--- src/rtl/wb_display_scroll_if.sv ---
// rtl/wb_display_scroll_if.sv - Wishbone bus bundle for the display scroll sequencer
interface wb_display_scroll_if;
  logic [31:0] wb_adr_i;
  logic [31:0] wb_dat_i;
  logic [31:0] wb_dat_o;
  logic [3:0]  wb_sel_i;
  logic        wb_cyc_i;
  logic        wb_stb_i;
  logic        wb_we_i;
  logic        wb_ack_o;

  modport master (
    output wb_adr_i, wb_dat_i, wb_sel_i, wb_cyc_i, wb_stb_i, wb_we_i,
    input  wb_dat_o, wb_ack_o
  );

  modport slave (
    input  wb_adr_i, wb_dat_i, wb_sel_i, wb_cyc_i, wb_stb_i, wb_we_i,
    output wb_dat_o, wb_ack_o
  );
endinterface

--- src/rtl/wb_display_scroll.sv ---
// rtl/wb_display_scroll.sv - Wishbone scroll sequencer stepping an 8-byte message over the display
module wb_display_scroll (
  input  logic                      clk,
  input  logic                      reset,
  wb_display_scroll_if.slave        wb,
  output logic [7:0]                disp_m,
  output logic [7:0]                disp_l
);

  typedef enum logic [1:0] {IDLE, RUN, DONE} state_t;

  state_t      state;
  logic        ack;
  logic        ctrl_run;
  logic        ctrl_oneshot;
  logic        done;
  logic [23:0] period;
  logic [23:0] counter;
  logic [2:0]  len;
  logic [2:0]  idx;
  logic [7:0]  msg [8];
  logic [31:0] dat_o;

  logic        rd;
  logic        wr;
  logic        ctrl_wr;
  logic        len_wr;
  logic [2:0]  reg_sel;
  logic [31:0] rdata;
  logic [2:0]  idx_inc;
  logic [2:0]  idx_after;
  logic [2:0]  idx_next;
  logic        step;
  logic        to_done;
  logic [40:0] unused_bits;

  assign reg_sel     = wb.wb_adr_i[4:2];
  assign rd          = wb.wb_stb_i & wb.wb_cyc_i & ~ack & ~wb.wb_we_i;
  assign wr          = wb.wb_stb_i & wb.wb_cyc_i & ~ack &  wb.wb_we_i;
  assign ctrl_wr     = wr && (reg_sel == 3'd0);
  assign len_wr      = wr && (reg_sel == 3'd3);
  assign wb.wb_ack_o = wb.wb_stb_i & wb.wb_cyc_i & ack;
  assign wb.wb_dat_o = dat_o;
  assign unused_bits = {wb.wb_sel_i, wb.wb_adr_i[31:5], wb.wb_adr_i[1:0], wb.wb_dat_i[31:24]};

  // A CTRL write on a step edge suppresses the step; a LEN write is checked
  // against the idx that results after any step on the same edge.
  always_comb begin
    idx_inc   = (idx == len) ? 3'd0 : idx + 3'd1;
    step      = (state == RUN) && (counter == 24'd0) && !ctrl_wr;
    to_done   = step && (idx == len) && ctrl_oneshot;
    idx_after = idx;
    if (ctrl_wr) begin
      if (wb.wb_dat_i[2] || (state == DONE && wb.wb_dat_i[0]))
        idx_after = 3'd0;
    end else if (step && !to_done) begin
      idx_after = idx_inc;
    end
    idx_next = idx_after;
    if (len_wr && (wb.wb_dat_i[2:0] < idx_after))
      idx_next = 3'd0;
  end

  always_comb begin
    rdata = 32'd0;
    case (reg_sel)
      3'd0:    rdata = {30'd0, ctrl_oneshot, ctrl_run};
      3'd1:    rdata = {25'd0, idx, 2'b00, done, state == RUN};
      3'd2:    rdata = {8'd0, period};
      3'd3:    rdata = {29'd0, len};
      default: rdata = {16'd0, msg[{reg_sel[1:0], 1'b0}], msg[{reg_sel[1:0], 1'b1}]};
    endcase
  end

  always_ff @(posedge clk or negedge reset) begin
    if (!reset) begin
      state        <= IDLE;
      ack          <= 1'b0;
      ctrl_run     <= 1'b0;
      ctrl_oneshot <= 1'b0;
      done         <= 1'b0;
      period       <= 24'd0;
      counter      <= 24'd0;
      len          <= 3'd0;
      idx          <= 3'd0;
      dat_o        <= 32'd0;
      disp_m       <= 8'h00;
      disp_l       <= 8'h00;
      for (int i = 0; i < 8; i++)
        msg[i] <= 8'h00;
    end else begin
      ack    <= rd | wr;
      idx    <= idx_next;
      disp_m <= msg[idx];
      disp_l <= msg[idx_inc];
      if (rd)
        dat_o <= rdata;

      if (wr) begin
        case (reg_sel)
          3'd2: period <= wb.wb_dat_i[23:0];
          3'd3: len    <= wb.wb_dat_i[2:0];
          3'd4, 3'd5, 3'd6, 3'd7: begin
            msg[{reg_sel[1:0], 1'b0}] <= wb.wb_dat_i[15:8];
            msg[{reg_sel[1:0], 1'b1}] <= wb.wb_dat_i[7:0];
          end
          default: ;
        endcase
      end

      if (ctrl_wr) begin
        ctrl_run     <= wb.wb_dat_i[0];
        ctrl_oneshot <= wb.wb_dat_i[1];
        if (wb.wb_dat_i[2]) begin
          done    <= 1'b0;
          counter <= period;
          state   <= wb.wb_dat_i[0] ? RUN : IDLE;
        end else if (wb.wb_dat_i[0]) begin
          // Already running: keep the tick cadence, only the step is lost.
          if (state != RUN)
            counter <= period;
          else
            counter <= (counter == 24'd0) ? period : counter - 24'd1;
          if (state == DONE)
            done <= 1'b0;
          state <= RUN;
        end else if (state == RUN) begin
          state <= IDLE;
        end
      end else if (state == RUN) begin
        if (counter == 24'd0) begin
          counter <= period;
          if (to_done) begin
            state    <= DONE;
            done     <= 1'b1;
            ctrl_run <= 1'b0;
          end
        end else begin
          counter <= counter - 24'd1;
        end
      end
    end
  end

endmodule

--- src/flat_wrapper.sv ---
// flat-port wrapper written by rule: the top's interface ports become plain ports
module wb_display_scroll_flat 
  (clk, reset, disp_m, disp_l, wb_wb_adr_i, wb_wb_dat_i, wb_wb_sel_i, wb_wb_cyc_i, wb_wb_stb_i, wb_wb_we_i, wb_wb_dat_o, wb_wb_ack_o);
  wb_display_scroll_if wb_i ();
  input  logic clk;
  input  logic reset;
  output logic [7:0] disp_m;
  output logic [7:0] disp_l;
  input wire logic [$bits(wb_i.wb_adr_i)-1:0] wb_wb_adr_i;
  input wire logic [$bits(wb_i.wb_dat_i)-1:0] wb_wb_dat_i;
  input wire logic [$bits(wb_i.wb_sel_i)-1:0] wb_wb_sel_i;
  input wire logic [$bits(wb_i.wb_cyc_i)-1:0] wb_wb_cyc_i;
  input wire logic [$bits(wb_i.wb_stb_i)-1:0] wb_wb_stb_i;
  input wire logic [$bits(wb_i.wb_we_i)-1:0] wb_wb_we_i;
  output wire logic [$bits(wb_i.wb_dat_o)-1:0] wb_wb_dat_o;
  output wire logic [$bits(wb_i.wb_ack_o)-1:0] wb_wb_ack_o;
  assign wb_i.wb_adr_i = wb_wb_adr_i;
  assign wb_i.wb_dat_i = wb_wb_dat_i;
  assign wb_i.wb_sel_i = wb_wb_sel_i;
  assign wb_i.wb_cyc_i = wb_wb_cyc_i;
  assign wb_i.wb_stb_i = wb_wb_stb_i;
  assign wb_i.wb_we_i = wb_wb_we_i;
  assign wb_wb_dat_o = wb_i.wb_dat_o;
  assign wb_wb_ack_o = wb_i.wb_ack_o;
  wb_display_scroll u_core (.clk(clk), .reset(reset), .wb(wb_i), .disp_m(disp_m), .disp_l(disp_l));
endmodule
--- config.mk ---
export PLATFORM = sky130hd
export DESIGN_NAME = wb_display_scroll_flat
export DESIGN_NICKNAME = d
export VERILOG_FILES = /design/src/rtl/wb_display_scroll_if.sv /design/src/rtl/wb_display_scroll.sv /design/src/flat_wrapper.sv
export SDC_FILE = /design/constraint.sdc
export NUM_CORES = 1
export LEC_CHECK = 0
export BUFFER_PORTS_ARGS = -buffer_cell sky130_fd_sc_hd__buf_2
export CAP_MARGIN = 5
export CORE_MARGIN = 5
export CORE_UTILIZATION = 55
export CTS_BUF_LIST = sky130_fd_sc_hd__clkbuf_2 sky130_fd_sc_hd__clkbuf_4 sky130_fd_sc_hd__clkbuf_8
export DETAILED_ROUTE_END_ITERATION = 16
export PLACE_DENSITY = 0.82
export RECOVER_POWER = 50
export SYNTH_ARGS = -nofsm -noshare
export SYNTH_HDL_FRONTEND = slang
export SYNTH_SLANG_ARGS = --single-unit
--- constraint.sdc ---
create_clock -name clk -period 6.4 [get_ports clk]
set_clock_uncertainty 0.1 [all_clocks]
set_input_delay 0.32 -clock clk [delete_from_list [all_inputs] [get_ports clk]]
set_output_delay 0.32 -clock clk [all_outputs]
set_load 0.02 [all_outputs]
==> results of run 1 <==
-- what timing repair did --
item,in CTS,in global routing
endpoints found under the hold margin,102,0
setup buffers,0,0
hold buffers,9,0
-- per-stage QoR --
step | std cells | hold slack, ns
2_1_floorplan | 763 | -0.0756
3_3_place_gp | 1005 | 0.346
3_5_place_dp | 1005 | 0.350
4_1_cts | 1044 | 0.0368
5_1_grt | 1044 | 0.0587
6_report | 1044 | 0.0597
-- placed cells by master, fill, tap and decap left out, types with 11 or more instances in the layout --
master | synthesis | final
nand2_1 | 55 | 55
dfrtp_1 | 164 | 164
mux2i_1 | 43 | 43
o22ai_1 | 11 | 11
o21ai_0 | 45 | 45
mux4_2 | 34 | 34
nor2_1 | 48 | 48
clkbuf_8 | 0 | 19
buf_2 | 15 | 29
clkbuf_1 | 22 | 44
or3_1 | 11 | 11
a21oi_1 | 15 | 15
nand3_1 | 29 | 29
nor3_1 | 18 | 18
mux2_2 | 97 | 95
-- flip-flops by register name, indices dropped and copies added (netlist names) --
signal,flops
u_core.wb.wb_dat_o,24
u_core.period,24
u_core.disp_m,8
u_core.done,1
u_core.counter,24
u_core.msg,64
u_core.disp_l,8
u_core.len,3
u_core.idx,3
u_core.state,2
u_core.ack,1
u_core.ctrl_run,1
u_core.ctrl_oneshot,1
-- metal layers --
| layer | track usage [%] | up-vias | routed length (um) |
|---|---|---|---|
| li1 | - | 2925 | - |
| met1 | 34.4 | 3319 | 9280 |
| met2 | 38.7 | 301 | 10400 |
| met3 | 5.51 | 80 | 1600 |
| met4 | 13.4 | 0 | 1110 |
| met5 | 0 | - | 0 |
-- final cells by class --
type | instances | share of cell area (%)
multi-input cells | 533 | 45.2
clock buffers | 20 | 2.81
inverters | 10 | 0.392
well taps | 216 | 2.83
flip-flops and latches | 164 | 42.9
repair buffers | 91 | 4.93
clock inverters | 10 | 0.889
-- power groups by stage --
stage / clock [uW] / sequential, uW / combinational [uW]
5_1_grt: 750 / 1500 / 907
6_report: 697 / 1470 / 831
2_1_floorplan: 0 / 1480 / 562
4_1_cts: 706 / 1460 / 843
3_3_place_gp: 0 / 1470 / 812
3_5_place_dp: 0 / 1480 / 836
-- worst max-delay path by stage --
stage                     slack [ns]           start            end
after floorplan                 3.69   u_core.idx[1]  u_core.idx[1]
after global placement          3.11  wb_wb_adr_i[2]  u_core.idx[1]
after detailed placement        3.05  wb_wb_adr_i[2]  u_core.idx[2]
after CTS                       3.10   u_core.idx[0]  u_core.idx[2]
after global routing            2.11  wb_wb_adr_i[2]  u_core.idx[2]
final                           2.50  wb_wb_adr_i[2]  u_core.idx[2]
-- worst max-delay path, delay by kind of cell --
family / cells / cell delay, ns
fa+ha+maj: 1 / 0.27
buf+inv: 1 / 1.38
simple gates: 5 / 1.34
compound gates: 4 / 0.82
-- cell families after synthesis --
kind of cell,count (synthesis),synth area share [%]
adder cells (fa/ha/maj),5,0.717
XOR/XNOR,4,0.402
buffers and inverters,66,3.62
other,1,0.0430
AO/OA/AOI/OAI,126,9.27
AND/OR/NAND/NOR,216,12.7
flip-flops,164,47.1
multiplexers,174,26.2
==> impl_metrics.csv, run 1 <==
group,metric,value,unit
synthesis,avgSynthCellArea,11.5,um^2
timing,slew_violations,26,
synthesis,ys.flop_type,"dfrtp_1",
final_layout,postLayoutCoreUtil,60.9,%
hold_path,hp-start,"wb_wb_dat_i[7]",
detailed_routing,routed_wl,22300,um
hold_path,whs_endpoint,"u_core.period[7]",
hold_path,hp-class,"in2reg",
global_routing,grt_max_degree,96,
power_and_ir_drop,internal_power,1940,uW
critical_path,r2r-end,"u_core.disp_l[1]",
critical_path,r2r-start,"u_core.idx[0]",
detailed_routing,antenna_left,0,
placed_design,place_area,9190,um^2
floorplanning,fp-row-count,46,
power_and_ir_drop,swShare,35.3,%
detailed_routing,drt-pass1-iter-count,5,
detailed_routing,vias_per_cell,6.35,
outcome,violations,"max-capacitance violations, max-slew violations",
synthesis,synth_edf_count,0,
synthesis,yosysWarningCount,0,
detailed_routing,drtIter0Drc,755,
timing,slew_headroom,-30.5,%
detailed_routing,drcViolationCount,0,
final_layout,fin_nets,895,
synthesis,yosysTopAreaCell,"dfrtp_1",
global_routing,grt_pass1_vias,6575,
synthesis,ys_ff_latch,164,
floorplanning,initial_core_util,55.5,%
clocking,clkTransAtPathRegs,0.09,ns
placed_design,dpl.hpwl,15100,um
placed_design,numPortBuffers,72,
detailed_routing,wl_per_cell,21.4,um
clocking,cts_sinks,164,
clocking,cts_root_buffer,"clkbuf_8",
power_and_ir_drop,total_power,3000,uW
global_routing,grt_antenna_before_repair,0,
floorplanning,fp.dieArea,18500,um^2
synthesis,ys_types,55,
critical_path,cp.arrival,4.14,ns
timing,rsz0062_at_grt,"false",
floorplanning,coreArea,15700,um^2
power_and_ir_drop,irDropWorstVdd,0.168,mV
synthesis,synth.most_common_cell,"dfrtp_1",
timing,finalCriticalPeriod,3.90,ns
final_layout,area_growth,9.68,%
timing,worst_pin_slew,1.96,ns
synthesis,async_flop_share,100,%
final_layout,drive_gt1_share,24.9,%
critical_path,startpoint_type,"primary input",
floorplanning,die_h,136,um
critical_path,slowest_stage,"clkbuf_1",
synthesis,yosysSeqAreaShare,47.1,%
timing,setup_slack,2.50,ns
critical_path,worstSetupPathType,"in2reg",
final_layout,final_cell_area,9570,um^2
power_and_ir_drop,clkPwrFrac,23.2,%
power_and_ir_drop,leakage,0.00419,uW
timing,setup_viol,0,
timing,hold_viol_final,0,
clocking,cts_tree,"built",
placed_design,post-place-ws,3.05,ns
critical_path,path_max_fanout,25,
synthesis,syn_area,8720,um^2
final_layout,diodes,0,
global_routing,grt_pass1_wl,36100,um
clocking,htreeDepth,4,
hold_path,hold_path_depth,3,
synthesis,synth_area_leaders,"dfrtp_1 (47%), mux2_2 (13%), mux4_2 (8.8%)",
power_and_ir_drop,p_seq_share,49.1,%
critical_path,cp_slowest_stage_delay,1.38,ns
final_layout,multi_input_area,4330,um^2
power_and_ir_drop,cellPowerDensity,314,nW/um^2
detailed_routing,vias,6625,
critical_path,r2r_setup_slack,2.73,ns
power_and_ir_drop,switching_power,1060,uW
critical_path,path_cells,"clkbuf_1, nor3_1, a21o_1, or4b_1, nand3_1, and2_1, ha_1, nand2_1, a31oi_1, a211oi_1, o22ai_1",
synthesis,synth_top_area_share,47.1,%
critical_path,reg2reg_depth,5,
clocking,clk_latency,0.46,ns
global_routing,track_usage,25.4,%
timing,max_freq,256,MHz
power_and_ir_drop,comb_power_share,27.7,%
placed_design,globalplace.congestion,0.882,
flow_run,maxCapViolCount,1,
final_layout,fill_cells,1276,
floorplanning,die_x,136,um
clocking,clock_path_buffers,2,
global_routing,grt-ovfl-total,0,
critical_path,cp.required,6.64,ns
critical_path,end_kind,"register",
synthesis,netlist_instances,756,
synthesis,synthTopCellsByCount,"dfrtp_1 (164), mux2_2 (97), nand2_1 (55)",
timing,setup_tns,0,ns
floorplanning,ios,122,
clocking,cts_resized,0,
clocking,cts_buffers,17,
final_layout,regArea,4100,um^2
outcome,status,"complete, but fails checks",
timing,period_share,60.9,%
No activity file was read; power rests on OpenSTA's default activity.
==> run 2, diff against run 1 <==
--- a/config.mk
+++ b/config.mk
@@ -8,10 +8,10 @@
 export BUFFER_PORTS_ARGS = -buffer_cell sky130_fd_sc_hd__buf_2
 export CAP_MARGIN = 5
 export CORE_MARGIN = 5
-export CORE_UTILIZATION = 55
+export CORE_UTILIZATION = 54
 export CTS_BUF_LIST = sky130_fd_sc_hd__clkbuf_2 sky130_fd_sc_hd__clkbuf_4 sky130_fd_sc_hd__clkbuf_8
 export DETAILED_ROUTE_END_ITERATION = 16
-export PLACE_DENSITY = 0.82
+export PLACE_DENSITY = 0.84
 export RECOVER_POWER = 50
 export SYNTH_ARGS = -nofsm -noshare
 export SYNTH_HDL_FRONTEND = slang
==> constraint.sdc (replaced) <==
create_clock -name clk -period 3.5 [get_ports clk]
set_clock_uncertainty 0.1 [all_clocks]
set_input_delay 0.175 -clock clk [delete_from_list [all_inputs] [get_ports clk]]
set_output_delay 0.175 -clock clk [all_outputs]
set_load 0.02 [all_outputs]
==> run 2 against run 1 <==
  * The flow still finishes with violations (max-capacitance violations, max-slew violations)
  * Via count is 3.6% higher
  * Sequential share of layout area is 1.2 points lower
  * Setup slack lost 2.1 ns
  * Register-to-register slack got worse by 2.3 ns
  * Critical path depth fell by 1
  * Sequential power is 83% higher
  * Flip-flop and latch count did not move
  * Die area up 1.7%
  * Non-clock buffer count increased by 27
  * Total power rose by 87%
  * Critical endpoint unchanged
  * Largest cell class unchanged
==> impl_metrics.csv, run 2 (synthesized netlist as in run 1, its figures left out) <==
group,metric,value,unit
global_routing,grt_pass1_vias,6806,
clocking,cts_sinks,164,
final_layout,regArea,4100,um^2
power_and_ir_drop,irDropWorstVdd,0.304,mV
timing,max_freq,326,MHz
outcome,violations,"max-capacitance violations, max-slew violations",
detailed_routing,drtIter0Drc,956,
placed_design,post-place-ws,0.486,ns
timing,setup_tns,0,ns
clocking,cts_buffers,17,
global_routing,grt-busiest-layer,"met2",
final_layout,fill_cells,1243,
floorplanning,coreArea,15900,um^2
power_and_ir_drop,leakage,0.00430,uW
clocking,cts_resized,0,
placed_design,dpl.hpwl,15400,um
detailed_routing,drcViolationCount,0,
final_layout,postLayoutCoreUtil,61.9,%
final_layout,mostFrequentLayoutCells,"dfrtp_1 (164), mux2_2 (97), nand2_1 (55)",
detailed_routing,vias_per_cell,6.40,
final_layout,drive_gt1_share,25.8,%
power_and_ir_drop,cellPowerDensity,571,nW/um^2
critical_path,worstSetupPathType,"reg2reg",
timing,hold_viol_final,0,
detailed_routing,wl_per_cell,21.7,um
timing,worst_pin_slew,2.08,ns
timing,setup_slack,0.429,ns
floorplanning,die_x,137,um
detailed_routing,routed_wl,23200,um
timing,finalCriticalPeriod,3.07,ns
global_routing,grt_antenna_before_repair,0,
final_layout,area_growth,12.8,%
global_routing,track_usage,26.0,%
global_routing,grt.met2_usage,40.2,%
flow_run,maxCapViolCount,1,
timing,period_share,87.7,%
clocking,cts_root_buffer,"clkbuf_8",
critical_path,cp.required,3.76,ns
floorplanning,fp.dieArea,18800,um^2
hold_path,hp-class,"in2reg",
clocking,clk_latency,0.48,ns
timing,rsz0062_at_grt,"false",
critical_path,startpoint_type,"register",
clocking,cts_tree,"built",
clocking,post-cts-setup-buffers,0,
global_routing,grt_max_degree,85,
clocking,htreeDepth,4,
timing,slew_violations,85,
critical_path,end_kind,"register",
final_layout,fin_nets,922,
global_routing,grt-ovfl-total,0,
outcome,status,"complete, but fails checks",
final_layout,multi_input_area,4330,um^2
global_routing,grt_pass1_wl,37300,um
global_routing,use_met3,6.54,%
critical_path,cp.arrival,3.33,ns
final_layout,regMostFlops,"u_core.msg",
timing,slew_headroom,-38.6,%
floorplanning,ios,122,
floorplanning,fp-row-count,46,
detailed_routing,drt-pass1-iter-count,8,
global_routing,grtUsageMet1,34.5,%
clocking,cts_hold_buf,27,
final_layout,layout_commonest_cell,"dfrtp_1",
clocking,clock_path_buffers,2,
final_layout,diodes,0,
final_layout,largest_reg_flops,64,
timing,setup_viol,0,
critical_path,path_max_fanout,7,
placed_design,numPortBuffers,72,
detailed_routing,vias,6861,
floorplanning,initial_core_util,54.9,%
clocking,clkTransAtPathRegs,0.09,ns
floorplanning,die_h,137,um
placed_design,globalplace.congestion,0.915,
detailed_routing,antenna_left,0,
run 2: changes by cell type in the layout (fill, tap and decap cells not counted), sizes merged:
cell / change
buf: +7
bufinv: +1
clkbuf: +1
clkinv: -5
clkinvlp: +5
dlygate4sd3: +18
inv: +1
run 2: final cells by class:
cell class | instances | area share, %
tap | 216 | 2.75
clock buffer | 19 | 2.53
clock inverter | 12 | 1.35
sequential | 164 | 41.7
multi-input combinational | 533 | 44.0
inverter | 10 | 0.381
timing repair buffer | 118 | 7.25
run 2: path summary, 6_finish.rpt:
path	from	endpoint	slack, ns	cells after the start
worst min-delay path	wb_wb_adr_i[2]	u_core.state[0]	0.03	4
max in group asynchronous	reset	u_core.wb.wb_dat_o[5]	0.82	3
worst max register to register	u_core.counter[19]	u_core.idx[2]	0.43	10
worst min register to register	u_core.wb.wb_dat_o[22]	u_core.wb.wb_dat_o[22]	0.37	2
min in group asynchronous	reset	u_core.msg[29]	0.73	2
worst max-delay path	u_core.counter[19]	u_core.idx[2]	0.43	10
run 2: report_power, final:
part	switching [uW]	total, uW	internal, uW
Clock	705	1350	643
Combinational	888	1580	692
Sequential	405	2690	2290
Total	2000	5620	3620
run 2: routing by layer:
metal  vias to the layer above  routed length [um]
met5                         -                   0
met4                         0                 987
met3                        83                2160
met2                       395               10900
met1                      3402                9180
li1                       2981                   -
run 2: per-stage QoR:
| step | std cells | power (uW) | cell area (um^2) | hold slack [ns] |
|---|---|---|---|---|
| after floorplan | 763 | 3730 | 8750 | -0.221 |
| after detailed placement | 1014 | 4270 | 9250 | 0.180 |
| after global placement | 1014 | 4190 | 9250 | 0.176 |
| final | 1072 | 5620 | 9840 | 0.0271 |
| after CTS | 1072 | 5630 | 9910 | 0.0284 |
| after global routing | 1072 | 5900 | 9840 | 0.0387 |
run 2: worst max-delay path: stages, from the launching register on:
cell	delay, ns
dfrtp_1	0.45
nor3_1	0.38
nand4_1	0.29
nor3_1	0.46
nand2_1	0.15
and2_1	0.20
ha_1	0.18
nor3b_1	0.19
nand2_1	0.11
a211oi_1	0.32
o22ai_1	0.13
==> run 3, diff against run 2 <==
--- a/config.mk
+++ b/config.mk
@@ -13,6 +13,7 @@
 export DETAILED_ROUTE_END_ITERATION = 16
 export PLACE_DENSITY = 0.84
 export RECOVER_POWER = 50
+export SETUP_SLACK_MARGIN = 0.5
 export SYNTH_ARGS = -nofsm -noshare
 export SYNTH_HDL_FRONTEND = slang
 export SYNTH_SLANG_ARGS = --single-unit
==> run 3 against run 2 <==
  * The flow still finishes with violations (max-capacitance violations, max-slew violations)
  * Fmax increased by 6.5%
  * Non-clock buffer count rose by 6
  * Critical path depth unchanged
  * Global-route usage about the same
  * Clock power hardly changed
  * Routed wire length about the same
  * Core utilization increased by 0.53 points
  * Design area increased by 0.85%
  * Clock-buffer cell count stayed put
  * First-iteration DRC count down 6.1%
  * Largest cell class unchanged
  * Largest power group unchanged
==> impl_metrics.csv, run 3 (synthesized netlist as in run 1, its figures left out) <==
group,metric,value,unit
critical_path,r2r-end,"u_core.idx[2]",
detailed_routing,drcViolationCount,0,
power_and_ir_drop,leakage,0.00434,uW
outcome,violations,"max-capacitance violations, max-slew violations",
final_layout,drive_gt1_share,26.8,%
timing,setup_viol,0,
timing,finalCriticalPeriod,2.88,ns
detailed_routing,vias_per_cell,6.39,
critical_path,r2r_setup_slack,0.62,ns
global_routing,grt_antenna_before_repair,0,
timing,slew_violations,85,
critical_path,critPathCapture,"u_core.idx[2]",
detailed_routing,vias,6888,
floorplanning,die_h,137,um
critical_path,cp-startpoint,"u_core.counter[13]",
timing,hold_slack,0.0382,ns
critical_path,cp.arrival,3.13,ns
detailed_routing,wl_per_cell,21.6,um
critical_path,cp.required,3.75,ns
timing,rsz0062_at_grt,"false",
critical_path,r2r-start,"u_core.counter[13]",
placed_design,numPortBuffers,72,
flow_run,maxCapViolCount,1,
floorplanning,coreArea,15900,um^2
final_layout,fin_nets,928,
final_layout,largest_reg_flops,64,
floorplanning,initial_core_util,54.9,%
global_routing,grt-ovfl-total,0,
timing,slew_headroom,-38.4,%
hold_path,hold_path_depth,4,
timing,period_share,82.3,%
hold_path,hp-class,"in2reg",
final_layout,postLayoutCoreUtil,62.5,%
outcome,status,"complete, but fails checks",
clocking,cts_buffers,17,
clocking,clkTransAtPathRegs,0.08,ns
critical_path,path_max_fanout,6,
global_routing,grt_pass1_vias,6803,
floorplanning,fp.dieArea,18800,um^2
placed_design,dpl.hpwl,15400,um
detailed_routing,antenna_left,0,
floorplanning,ios,122,
detailed_routing,drt-pass1-iter-count,6,
global_routing,grt_pass1_wl,37300,um
critical_path,end_kind,"register",
floorplanning,fp-row-count,46,
detailed_routing,routed_wl,23300,um
timing,setup_tns,0,ns
timing,max_freq,347,MHz
placed_design,globalplace.congestion,0.915,
clocking,cts_sinks,164,
final_layout,layout_commonest_cell,"dfrtp_1",
timing,worst_pin_slew,2.08,ns
clocking,cts_root_buffer,"clkbuf_8",
final_layout,diodes,0,
final_layout,mostFrequentLayoutCells,"dfrtp_1 (164), mux2_2 (97), nand2_1 (55)",
critical_path,reg2reg_depth,10,
clocking,cts_tree,"built",
final_layout,area_growth,13.8,%
power_and_ir_drop,cellPowerDensity,580,nW/um^2
detailed_routing,drtIter0Drc,898,
timing,hold_viol_final,0,
global_routing,grt_max_degree,85,
critical_path,worstSetupPathType,"reg2reg",
global_routing,track_usage,26.0,%
power_and_ir_drop,irDropWorstVdd,0.297,mV
floorplanning,die_x,137,um
clocking,clock_path_buffers,2,
clocking,clk_latency,0.47,ns
final_layout,regMostFlops,"u_core.msg",
clocking,htreeDepth,4,
critical_path,startpoint_type,"register",
-- run 3: cell types whose count changed in the layout (fill, tap and decap cells not counted), sizes merged --
cell,change
buf,+7
clkbuf,-1
-- run 3: report_power, final --
| part | total (uW) | switching [uW] | internal [uW] |
|---|---|---|---|
| registers | 2710 | 417 | 2290 |
| clock network | 1340 | 700 | 643 |
| logic | 1700 | 917 | 785 |
-- run 3: per-layer routing --
layer	routed length (um)	global-route usage (%)
met4	932	12.1
met1	9230	34.5
met2	11000	40.3
met5	0	0
met3	2080	6.54
-- run 3: cell type report --
class / count / area [um^2]
multi-input cells: 533 / 4370
inverters: 10 / 37.5
repair buffers: 124 / 761
fillers: 1229 / 5960
well taps: 216 / 270
clock inverters: 12 / 133
clock buffers: 19 / 249
flip-flops and latches: 164 / 4100
-- run 3: what timing repair did --
action | 4_1_cts | 5_1_grt
pin swaps | 0 | 3
hold endpoints to repair | 164 | 0
setup buffers | 0 | 6
resized for setup | 2 | 4
hold buffers | 27 | 0
setup endpoints to repair | 2 | 2
-- run 3: critical path, stage by stage (launching register included) --
cell and delay [ns]:
dfrtp_1 0.47, nor4_4 0.39, nand4_1 0.17, or4b_4 0.58
nand3_1 0.11, and2_1 0.15, ha_1 0.25, o21ai_0 0.21
a21oi_1 0.06, nor2_1 0.15, o22ai_1 0.11
-- run 3: how the worst min path moves through the flow --
stage          slack (ns)           start         endpoint
2_1_floorplan       -0.22           reset       u_core.ack
3_3_place_gp         0.18           reset   u_core.msg[29]
3_5_place_dp         0.18           reset   u_core.msg[29]
4_1_cts              0.03  wb_wb_dat_i[2]   u_core.msg[34]
5_1_grt              0.04  wb_wb_dat_i[2]   u_core.msg[18]
6_report             0.04  wb_wb_adr_i[2]  u_core.state[0]
-- run 3: stage by stage --
stage / setup WS, ns / power (uW) / cells / area (um^2)
global placement: 0.582 / 4190 / 1014 / 9250
global route: 0.406 / 6040 / 1078 / 9920
CTS: 0.562 / 5640 / 1072 / 9920
finish: 0.618 / 5750 / 1078 / 9920
floorplan: 0.786 / 3730 / 763 / 8750
detailed placement: 0.486 / 4270 / 1014 / 9250
